<file path="src/rtl/rr_arbiter_8_if.sv">
// Request/grant bundle between the requesters and the round-robin arbiter.
// The master side drives requests; the slave side (the arbiter) returns the registered grant.
interface rr_arbiter_8_if #(
  parameter int NREQ = 8,
  parameter int IDW  = 3
);
  logic [NREQ-1:0] req;
  logic [NREQ-1:0] gnt;
  logic [IDW-1:0]  gnt_id;
  logic            gnt_valid;
  logic            timeout;

  modport master (output req, input gnt, gnt_id, gnt_valid, timeout);
  modport slave  (input req, output gnt, gnt_id, gnt_valid, timeout);
endinterface

</file>
<file path="src/rtl/rr_arbiter_8.sv">
// Round-robin arbiter for 8 requesters with a registered one-hot grant and encoded ID.
// The holder keeps the grant while its request stays high; define ARB_TIMEOUT_EN to force a handoff after MAX_HOLD cycles.
module rr_arbiter_8 #(
  parameter int NREQ     = 8,
  parameter int IDW      = 3,
  parameter int MAX_HOLD = 16
) (
  input logic           clk,
  input logic           rst,
  rr_arbiter_8_if.slave bus
);

  if (IDW != $clog2(NREQ) || MAX_HOLD < 1) begin : g_bad_cfg
    $error("rr_arbiter_8: IDW must equal clog2(NREQ) and MAX_HOLD must be >= 1");
  end

  typedef enum logic {IDLE, GRANT} state_e;

  state_e          state_q, state_d;
  logic [NREQ-1:0] gnt_q, gnt_d;
  logic [IDW-1:0]  gnt_id_q, gnt_id_d;
  logic [IDW-1:0]  ptr_q, ptr_d;
  logic [NREQ-1:0] cand;
  logic [IDW-1:0]  win_id, idx;
  logic            win_found, take_win, holder_req;

`ifdef ARB_TIMEOUT_EN
  localparam int HW = $clog2(MAX_HOLD + 1);
  logic [HW-1:0] hold_q, hold_d;
  logic          timeout_q, timeout_d;
`endif

  // The current holder is always masked out; when it drops req this is the
  // zero-bubble re-arbitration, when it is being timed out it must not re-win.
  // NOTE: combinational blocks use blocking '=' with every output defaulted first,
  // so later statements see earlier results and no latch can be inferred.
  always_comb begin
    cand      = bus.req & ~gnt_q;
    win_found = 1'b0;
    win_id    = '0;
    idx       = '0;
    for (int i = 0; i < NREQ; i++) begin
      idx = ptr_q + IDW'(i);
      if (!win_found && cand[idx]) begin
        win_found = 1'b1;
        win_id    = idx;
      end
    end
  end

  assign holder_req = bus.req[gnt_id_q];

  always_comb begin
    state_d  = state_q;
    gnt_d    = gnt_q;
    gnt_id_d = gnt_id_q;
    ptr_d    = ptr_q;
    take_win = 1'b0;
`ifdef ARB_TIMEOUT_EN
    hold_d    = hold_q;
    timeout_d = 1'b0;
`endif
    case (state_q)
      IDLE: begin
        if (win_found) take_win = 1'b1;
      end
      GRANT: begin
        if (!holder_req) begin
          if (win_found) begin
            take_win = 1'b1;
          end else begin
            state_d  = IDLE;
            gnt_d    = '0;
            gnt_id_d = '0;
          end
        end
`ifdef ARB_TIMEOUT_EN
        else if (hold_q == HW'(MAX_HOLD) && win_found) begin
          take_win  = 1'b1;
          timeout_d = 1'b1;
        end else if (hold_q != HW'(MAX_HOLD)) begin
          hold_d = hold_q + 1'b1;
        end
`endif
      end
      default: ;
    endcase

    if (take_win) begin
      state_d  = GRANT;
      gnt_d    = NREQ'(1) << win_id;
      gnt_id_d = win_id;
      ptr_d    = win_id + 1'b1;
`ifdef ARB_TIMEOUT_EN
      hold_d   = HW'(1);
`endif
    end
  end

  // NOTE: state registers use non-blocking '<=' and a synchronous reset that is
  // only evaluated at the clock edge, so a mid-grant reset simply drops the grant.
  always_ff @(posedge clk) begin
    if (rst) begin
      state_q   <= IDLE;
      gnt_q     <= '0;
      gnt_id_q  <= '0;
      ptr_q     <= '0;
`ifdef ARB_TIMEOUT_EN
      hold_q    <= '0;
      timeout_q <= 1'b0;
`endif
    end else begin
      state_q   <= state_d;
      gnt_q     <= gnt_d;
      gnt_id_q  <= gnt_id_d;
      ptr_q     <= ptr_d;
`ifdef ARB_TIMEOUT_EN
      hold_q    <= hold_d;
      timeout_q <= timeout_d;
`endif
    end
  end

  assign bus.gnt       = gnt_q;
  assign bus.gnt_id    = gnt_id_q;
  assign bus.gnt_valid = |gnt_q;
`ifdef ARB_TIMEOUT_EN
  assign bus.timeout   = timeout_q;
`else
  assign bus.timeout   = 1'b0;
`endif

endmodule
</file>
<file path="src/flat_wrapper.sv">
// flat-port wrapper written by rule: the top's interface ports become plain ports
module rr_arbiter_8_flat 
#(
  parameter int NREQ     = 8,
  parameter int IDW      = 3,
  parameter int MAX_HOLD = 16
)
  (clk, rst, bus_req, bus_gnt, bus_gnt_id, bus_gnt_valid, bus_timeout);
  rr_arbiter_8_if #(.NREQ(NREQ), .IDW(IDW)) bus_i ();
  input logic clk;
  input logic rst;
  input wire logic [$bits(bus_i.req)-1:0] bus_req;
  output wire logic [$bits(bus_i.gnt)-1:0] bus_gnt;
  output wire logic [$bits(bus_i.gnt_id)-1:0] bus_gnt_id;
  output wire logic [$bits(bus_i.gnt_valid)-1:0] bus_gnt_valid;
  output wire logic [$bits(bus_i.timeout)-1:0] bus_timeout;
  assign bus_i.req = bus_req;
  assign bus_gnt = bus_i.gnt;
  assign bus_gnt_id = bus_i.gnt_id;
  assign bus_gnt_valid = bus_i.gnt_valid;
  assign bus_timeout = bus_i.timeout;
  rr_arbiter_8 #(.NREQ(NREQ), .IDW(IDW), .MAX_HOLD(MAX_HOLD)) u_core (.clk(clk), .rst(rst), .bus(bus_i));
endmodule
</file>
<file path="config.mk">
export PLATFORM = sky130hd
export DESIGN_NAME = rr_arbiter_8_flat
export DESIGN_NICKNAME = d
export VERILOG_FILES = /design/src/rtl/rr_arbiter_8_if.sv /design/src/rtl/rr_arbiter_8.sv /design/src/flat_wrapper.sv
export SDC_FILE = /design/constraint.sdc
export NUM_CORES = 1
export LEC_CHECK = 0
export ABC_AREA = 1
export ABC_CLOCK_PERIOD_IN_PS = 4000
export CAP_MARGIN = 20
export CORE_UTILIZATION = 55
export DETAILED_ROUTE_END_ITERATION = 7
export HOLD_SLACK_MARGIN = 0.06
export PLACE_DENSITY = 0.85
export SLEW_MARGIN = 10
export SYNTH_ARGS = -nofsm -noshare
export SYNTH_HDL_FRONTEND = slang
export SYNTH_SLANG_ARGS = --single-unit
</file>
<file path="constraint.sdc">
create_clock -name clk -period 4 [get_ports clk]
set_input_delay 0.8 -clock clk [delete_from_list [all_inputs] [get_ports clk]]
set_output_delay 0.8 -clock clk [all_outputs]
set_load 0.02 [all_outputs]
</file>
## Word level (Yosys, flattened, before mapping)

Index checks and enable logic that the tools add are counted.

| word-level totals | value |
|---|---|
| flip-flop bits (word level) | 15 |
| word-level logic and storage cells | 92 |
| output and inout port bits | 13 |
| input port bits | 10 |

| operators by class | value |
|---|---|
| magnitude comparators | 9 |
| reductions and logical operators | 17 |
| eq/ne operators | 2 |
| add/subtract/negate cells | 8 |
| shift-type cells | 1 |
| bitwise logic cells | 3 |
| multiplexer cells | 48 |

Operators with widths:

| operator | number |
|---|---|
| less-than comparator 3 x 4 -> 1 bit, second input constant | 9 |
| 2-to-1 mux 3 bit | 12 |
| 2-to-1 mux 8 bit | 4 |
| binary-select mux 1 bit (select 3 bit) | 9 |
| 2-to-1 mux 1 bit | 22 |
| adder 3 bit, second input constant | 4 |
| AND 8 bit | 1 |
| NOT 8 bit | 1 |
| OR reduction 8 bit | 1 |
| << shifter 1 x 3 -> 8 bit, first input constant | 1 |
| logical AND 1 bit | 7 |
| zero test 1 bit | 7 |
| adder 3 x 1 -> 3 bit, second input constant | 2 |
| adder 3 x 2 -> 3 bit, second input constant | 2 |
| AND reduction 3 bit | 1 |
| inequality test 2 x 1 -> 1 bit, second input constant | 1 |
| inequality test 2 bit, second input constant | 1 |
| case mux 1 bit (2 select lines) | 1 |
| nonzero test 2 bit | 1 |
| NOT 1 bit | 1 |

## Depth between registers and ports, before layout

| depth | value |
|---|---|
| depth after elaboration | 31 |
| mapped depth | 21 |
| mapped depth without buffers | 19 |

## Worst setup path after synthesis

No wires, ideal clock.

| timing | value |
|---|---|
| path kind | reg2reg |
| from | register u_core.ptr_q[0] |
| to | register u_core.ptr_q[2] |
| data arrival time | 2.694 ns |
| stages on the path, launching flop included | 20 |
| library setup time | 0.120 ns |
| slack | 1.186 ns |
| period minus slack after synthesis | 2.814 ns |
| data required time | 3.880 ns |
| path buffers | 2 |
| cell sequence | dfxtp_1 -> buf_6 -> inv_2 -> buf_6 -> ha_1 -> inv_1 -> nand3_1 -> nand3_2 -> nand2_2 -> nor2_8 -> nand4_4 -> nor2_8 -> nand3_2 -> nor2_2 -> inv_1 -> o21ai_2 -> nor2_1 -> ha_1 -> o21ai_0 -> a21oi_1 |

| on the way | value |
|---|---|
| word-level cells in the longest chain between the ends | 27 |
| elaborated cells between the ends (all ways) | 57 |
| classes of those cells | add/sub: 8; mux: 35; reduce/logical: 14 |

RTL lines:

| item | line | text |
|---|---|---|
| start: declaration | rr_arbiter_8.sv:22 | `logic [IDW-1:0] ptr_q, ptr_d;` |
| start signal: assignment | rr_arbiter_8.sv:116 | `ptr_q <= ptr_d;` |
| parallel branches: the longest is 27 deep, another holds adder 3 x 1 -> 3 bit | n/a |  |

Parallel ways; which one is timed is not known. The select of a mux whose other input is x is not followed.
A chain may end at the register's enable or synchronous reset.

## Worst setup path in the final report

Same ends and word-level chain as after synthesis.

==> run metrics <==
status finished clean; pin count of the biggest net entering global routing 13; core box area 2758 um^2; Post-Syn Area 1593 um^2; overall die height 55.82 um; Avg Cell Area, Syn 6.925 um^2; Fmax achieved 323.9 MHz; vias in the first global route 1,446; CP Data Required Time 4.17 ns; post-route antenna net violation count 0; Tcrit/Tclk final 77.18%; yosys synthesis warning count 0; setup_tns 0 ns; vias post-DR 1,576; final net count 267; total detailed-routing wirelength 3802 um; area of the die 3115 um^2; TritonCTS clock tree yes; number of buffers added by the clock tree synthesis step 3; FF-to-FF End u_core.ptr_q[2]; number of vias per cell 5.589; maximum fanout along the worst path 12; post-CTS clock slew at the launch and capture registers of the worst setup and hold paths 0.09 ns; share of post-route cells with drive strength above 1 20.72%; number of buffers inserted by port buffering 21; First DRT Iteration DRCs 107; critical path depth in cells 18; total setup violations reported at the end of the flow 0; total of flip-flops plus latches after synthesis 15; number of hold buffers added after CTS 0; count of final max-slew check failures 0; global placement routability congestion 0.9398; worst setup path endpoint u_core.ptr_q[2]; critical-path cell with the highest stage delay sky130_fd_sc_hd__ha_1; number of H-tree levels 1; Cell Rows 19; count of final hold-check violations 0; number of cells on the worst reg-to-reg path 18; kind of path behind the tightest hold check register to register; sequential cell area fraction in the yosys report 18.85%; Overflow after GRT 0; drc violations 0; critical path startpoint category register; Setup Fix Bufs, Post-CTS 0; worst setup skew after layout 0.001024 ns; kind of critical path register to register; synthesized instance count 230; endpoint arrival time on the critical path 3.26 ns; minimum setup slack among reg-to-reg paths 0.91 ns; post-layout minimum cycle time 3.087 ns; Critical path origin u_core.ptr_q[0]; top-level port count 23; Root Buffer Master sky130_fd_sc_hd__clkbuf_4; net count after synthesis 245; number of sinks driven by the clock tree 15; critical path's top delay family simple AND/OR/NAND/NOR gates; number of instances resized during post-cts repair 0; Starting Density 57.76%; # fillers 247; critical path, cell by cell inv_2 > ha_1 > inv_1 > nand3_1 > nand3_2 > nand2_2 > nor2_8 > nand2_1 > nor2_1 > nand3_1 > nand3_1 > nand2_1 > nand2_1 > inv_2 > nor2_1 > ha_1 > o21ai_0 > a21oi_1; Pre-antenna DRT Iters 4; Global Route Usage Sum 25.21%; Syn-to-layout area delta 15.16%; sum of net half-perimeters after detailed placement 3165 um; max_cap viols 0; Skew-Pair Late Insertion Delay 0.28 ns; setup repair after global routing missed its margin no; wire length of the first global-routing pass 6361 um; Die Span X 55.82 um; post-synthesis cell type count 36; worst reg2reg startpoint u_core.ptr_q[0]; final routed wire length divided by cell count 13.48 um; Diodes inserted 0; Clock Path Buffers 2; number of buffer and inverter instances along the worst setup path 3; initial antenna violation count 0; maximum single-stage delay on the critical path 0.38 ns; type of destination of the critical path register
==> worst min-delay path by stage <==
stage / from / endpoint / slack (ns) / cells past startpoint
2_1_floorplan: u_core.bus.gnt[7] / u_core.bus.gnt[7] / 0.56 / 2
3_3_place_gp: u_core.bus.gnt[6] / u_core.bus.gnt[6] / 0.49 / 2
3_5_place_dp: u_core.bus.gnt[6] / u_core.bus.gnt[6] / 0.49 / 2
4_1_cts: u_core.bus.gnt[6] / u_core.bus.gnt[6] / 0.51 / 2
5_1_grt: u_core.bus.gnt[1] / u_core.bus.gnt[1] / 0.53 / 2
6_report: u_core.bus.gnt[6] / u_core.bus.gnt[6] / 0.50 / 2
==> worst reg2reg max path: stages (launching register included) <==
cell and delay (ns):
sky130_fd_sc_hd__dfxtp_1 0.33, sky130_fd_sc_hd__inv_2 0.22, sky130_fd_sc_hd__ha_1 0.39, sky130_fd_sc_hd__inv_1 0.26, sky130_fd_sc_hd__nand3_1 0.16, sky130_fd_sc_hd__nand3_2 0.12
sky130_fd_sc_hd__nand2_2 0.11, sky130_fd_sc_hd__nor2_8 0.13, sky130_fd_sc_hd__nand2_1 0.09, sky130_fd_sc_hd__nor2_1 0.16, sky130_fd_sc_hd__nand3_1 0.09, sky130_fd_sc_hd__nand3_1 0.08
sky130_fd_sc_hd__nand2_1 0.05, sky130_fd_sc_hd__nand2_1 0.11, sky130_fd_sc_hd__inv_2 0.07, sky130_fd_sc_hd__nor2_1 0.11, sky130_fd_sc_hd__ha_1 0.23, sky130_fd_sc_hd__o21ai_0 0.21
sky130_fd_sc_hd__a21oi_1 0.07
==> flip-flops by register name (all words and copies together) (netlist names) <==
register / flops
u_core.bus.gnt: 8
u_core.ptr_q: 3
u_core.state_q: 1
u_core.bus.gnt_id: 3
==> cell type report <==
class / instances / area, um^2 / share of cell area (%)
clock buffer: 3 / 22.52 / 1.228
clock inverter: 1 / 5.005 / 0.2729
inverter: 29 / 108.9 / 5.934
multi-input combinational: 180 / 1134 / 61.80
sequential: 15 / 300.3 / 16.37
tap: 31 / 38.79 / 2.115
timing repair buffer: 23 / 225.2 / 12.28
==> cell families (layout without fill, tap and decap cells) <==
logic type | Yosys count | in the layout | share of synthesized area [%]
XOR/XNOR | 3 | 3 | 3.064
AO/OA/AOI/OAI | 31 | 31 | 12.80
adder cells (fa/ha/maj) | 5 | 5 | 3.928
other | 1 | 1 | 0.2354
buffers and inverters | 35 | 56 | 9.976
multiplexers | 2 | 2 | 1.257
flip-flops | 15 | 15 | 18.85
AND/OR/NAND/NOR | 138 | 138 | 49.88
==> Yosys cell counts <==
library cell	instances	area, um^2
sky130_fd_sc_hd__a21oi_1	11	55.05
sky130_fd_sc_hd__a21oi_2	1	8.760
sky130_fd_sc_hd__a31oi_4	1	21.27
sky130_fd_sc_hd__buf_1	1	3.750
sky130_fd_sc_hd__buf_2	1	5.000
sky130_fd_sc_hd__buf_4	1	7.510
sky130_fd_sc_hd__buf_6	3	33.78
sky130_fd_sc_hd__conb_1	1	3.750
sky130_fd_sc_hd__dfxtp_1	15	300.3
sky130_fd_sc_hd__ha_1	5	62.56
sky130_fd_sc_hd__inv_1	23	86.33
sky130_fd_sc_hd__inv_2	6	22.52
sky130_fd_sc_hd__mux2i_1	2	20.02
sky130_fd_sc_hd__nand2_1	48	180.2
sky130_fd_sc_hd__nand2_2	7	43.79
sky130_fd_sc_hd__nand3_1	35	175.2
sky130_fd_sc_hd__nand3_2	16	160.2
sky130_fd_sc_hd__nand3_4	1	17.52
sky130_fd_sc_hd__nand3b_1	2	15.01
sky130_fd_sc_hd__nand3b_2	1	11.26
sky130_fd_sc_hd__nand3b_4	1	20.02
sky130_fd_sc_hd__nand4_1	3	18.77
sky130_fd_sc_hd__nand4_4	1	21.27
sky130_fd_sc_hd__nor2_1	16	60.06
sky130_fd_sc_hd__nor2_2	3	18.77
sky130_fd_sc_hd__nor2_8	2	40.04
sky130_fd_sc_hd__nor4_1	2	12.51
sky130_fd_sc_hd__o21a_1	2	15.01
sky130_fd_sc_hd__o21ai_0	9	45.04
sky130_fd_sc_hd__o21ai_1	2	10.01
sky130_fd_sc_hd__o21ai_2	2	17.52
sky130_fd_sc_hd__o21ai_4	1	16.27
sky130_fd_sc_hd__o221ai_1	1	8.760
sky130_fd_sc_hd__o22ai_1	1	6.260
sky130_fd_sc_hd__xnor2_2	2	32.53
sky130_fd_sc_hd__xor2_2	1	16.27
==> routing by layer <==
| layer | vias up | wire (um) | global-route usage (%) |
|---|---|---|---|
| met5 | - | 0 | 0 |
| met4 | 0 | 44 | 8.711 |
| met3 | 6 | 177 | 1.628 |
| met2 | 38 | 1819 | 42.34 |
| met1 | 722 | 1761 | 34.34 |
| li1 | 810 | - | - |
==> through the flow <==
step / hold WS, ns / cells / util (%) / instance area [um^2] / setup slack (ns)
detailed placement: 0.4937 / 278 / 65.52 / 1807 / 0.7316
floorplan: 0.5597 / 230 / - / 1593 / 1.186
global placement: 0.4910 / 278 / 65.52 / 1807 / 0.8177
finish: 0.5009 / 282 / 66.52 / 1834 / 0.9128
global route: 0.5331 / 282 / 66.52 / 1834 / 0.6831
CTS: 0.5073 / 282 / 66.52 / 1834 / 0.9408
==> placed cells by master, fill, tap and decap left out, drive strengths merged <==
master and instances:
nand3b 4, clkbuf 3, a21oi 12, clkinv 1, nand3 52, ha 5
buf 2, o21ai 14, conb 1, mux2i 2, o221ai 1, nor4 2
a31oi 1, o22ai 1, xnor2 2, inv 29, nor2 21, clkdlybuf4s50 21
o21a 2, nand2 55, xor2 1, dfxtp 15, nand4 4
Power is left out: the tool's default activity adds up to more than one toggle a clock period on the data nets, which glitch-free logic cannot reach.
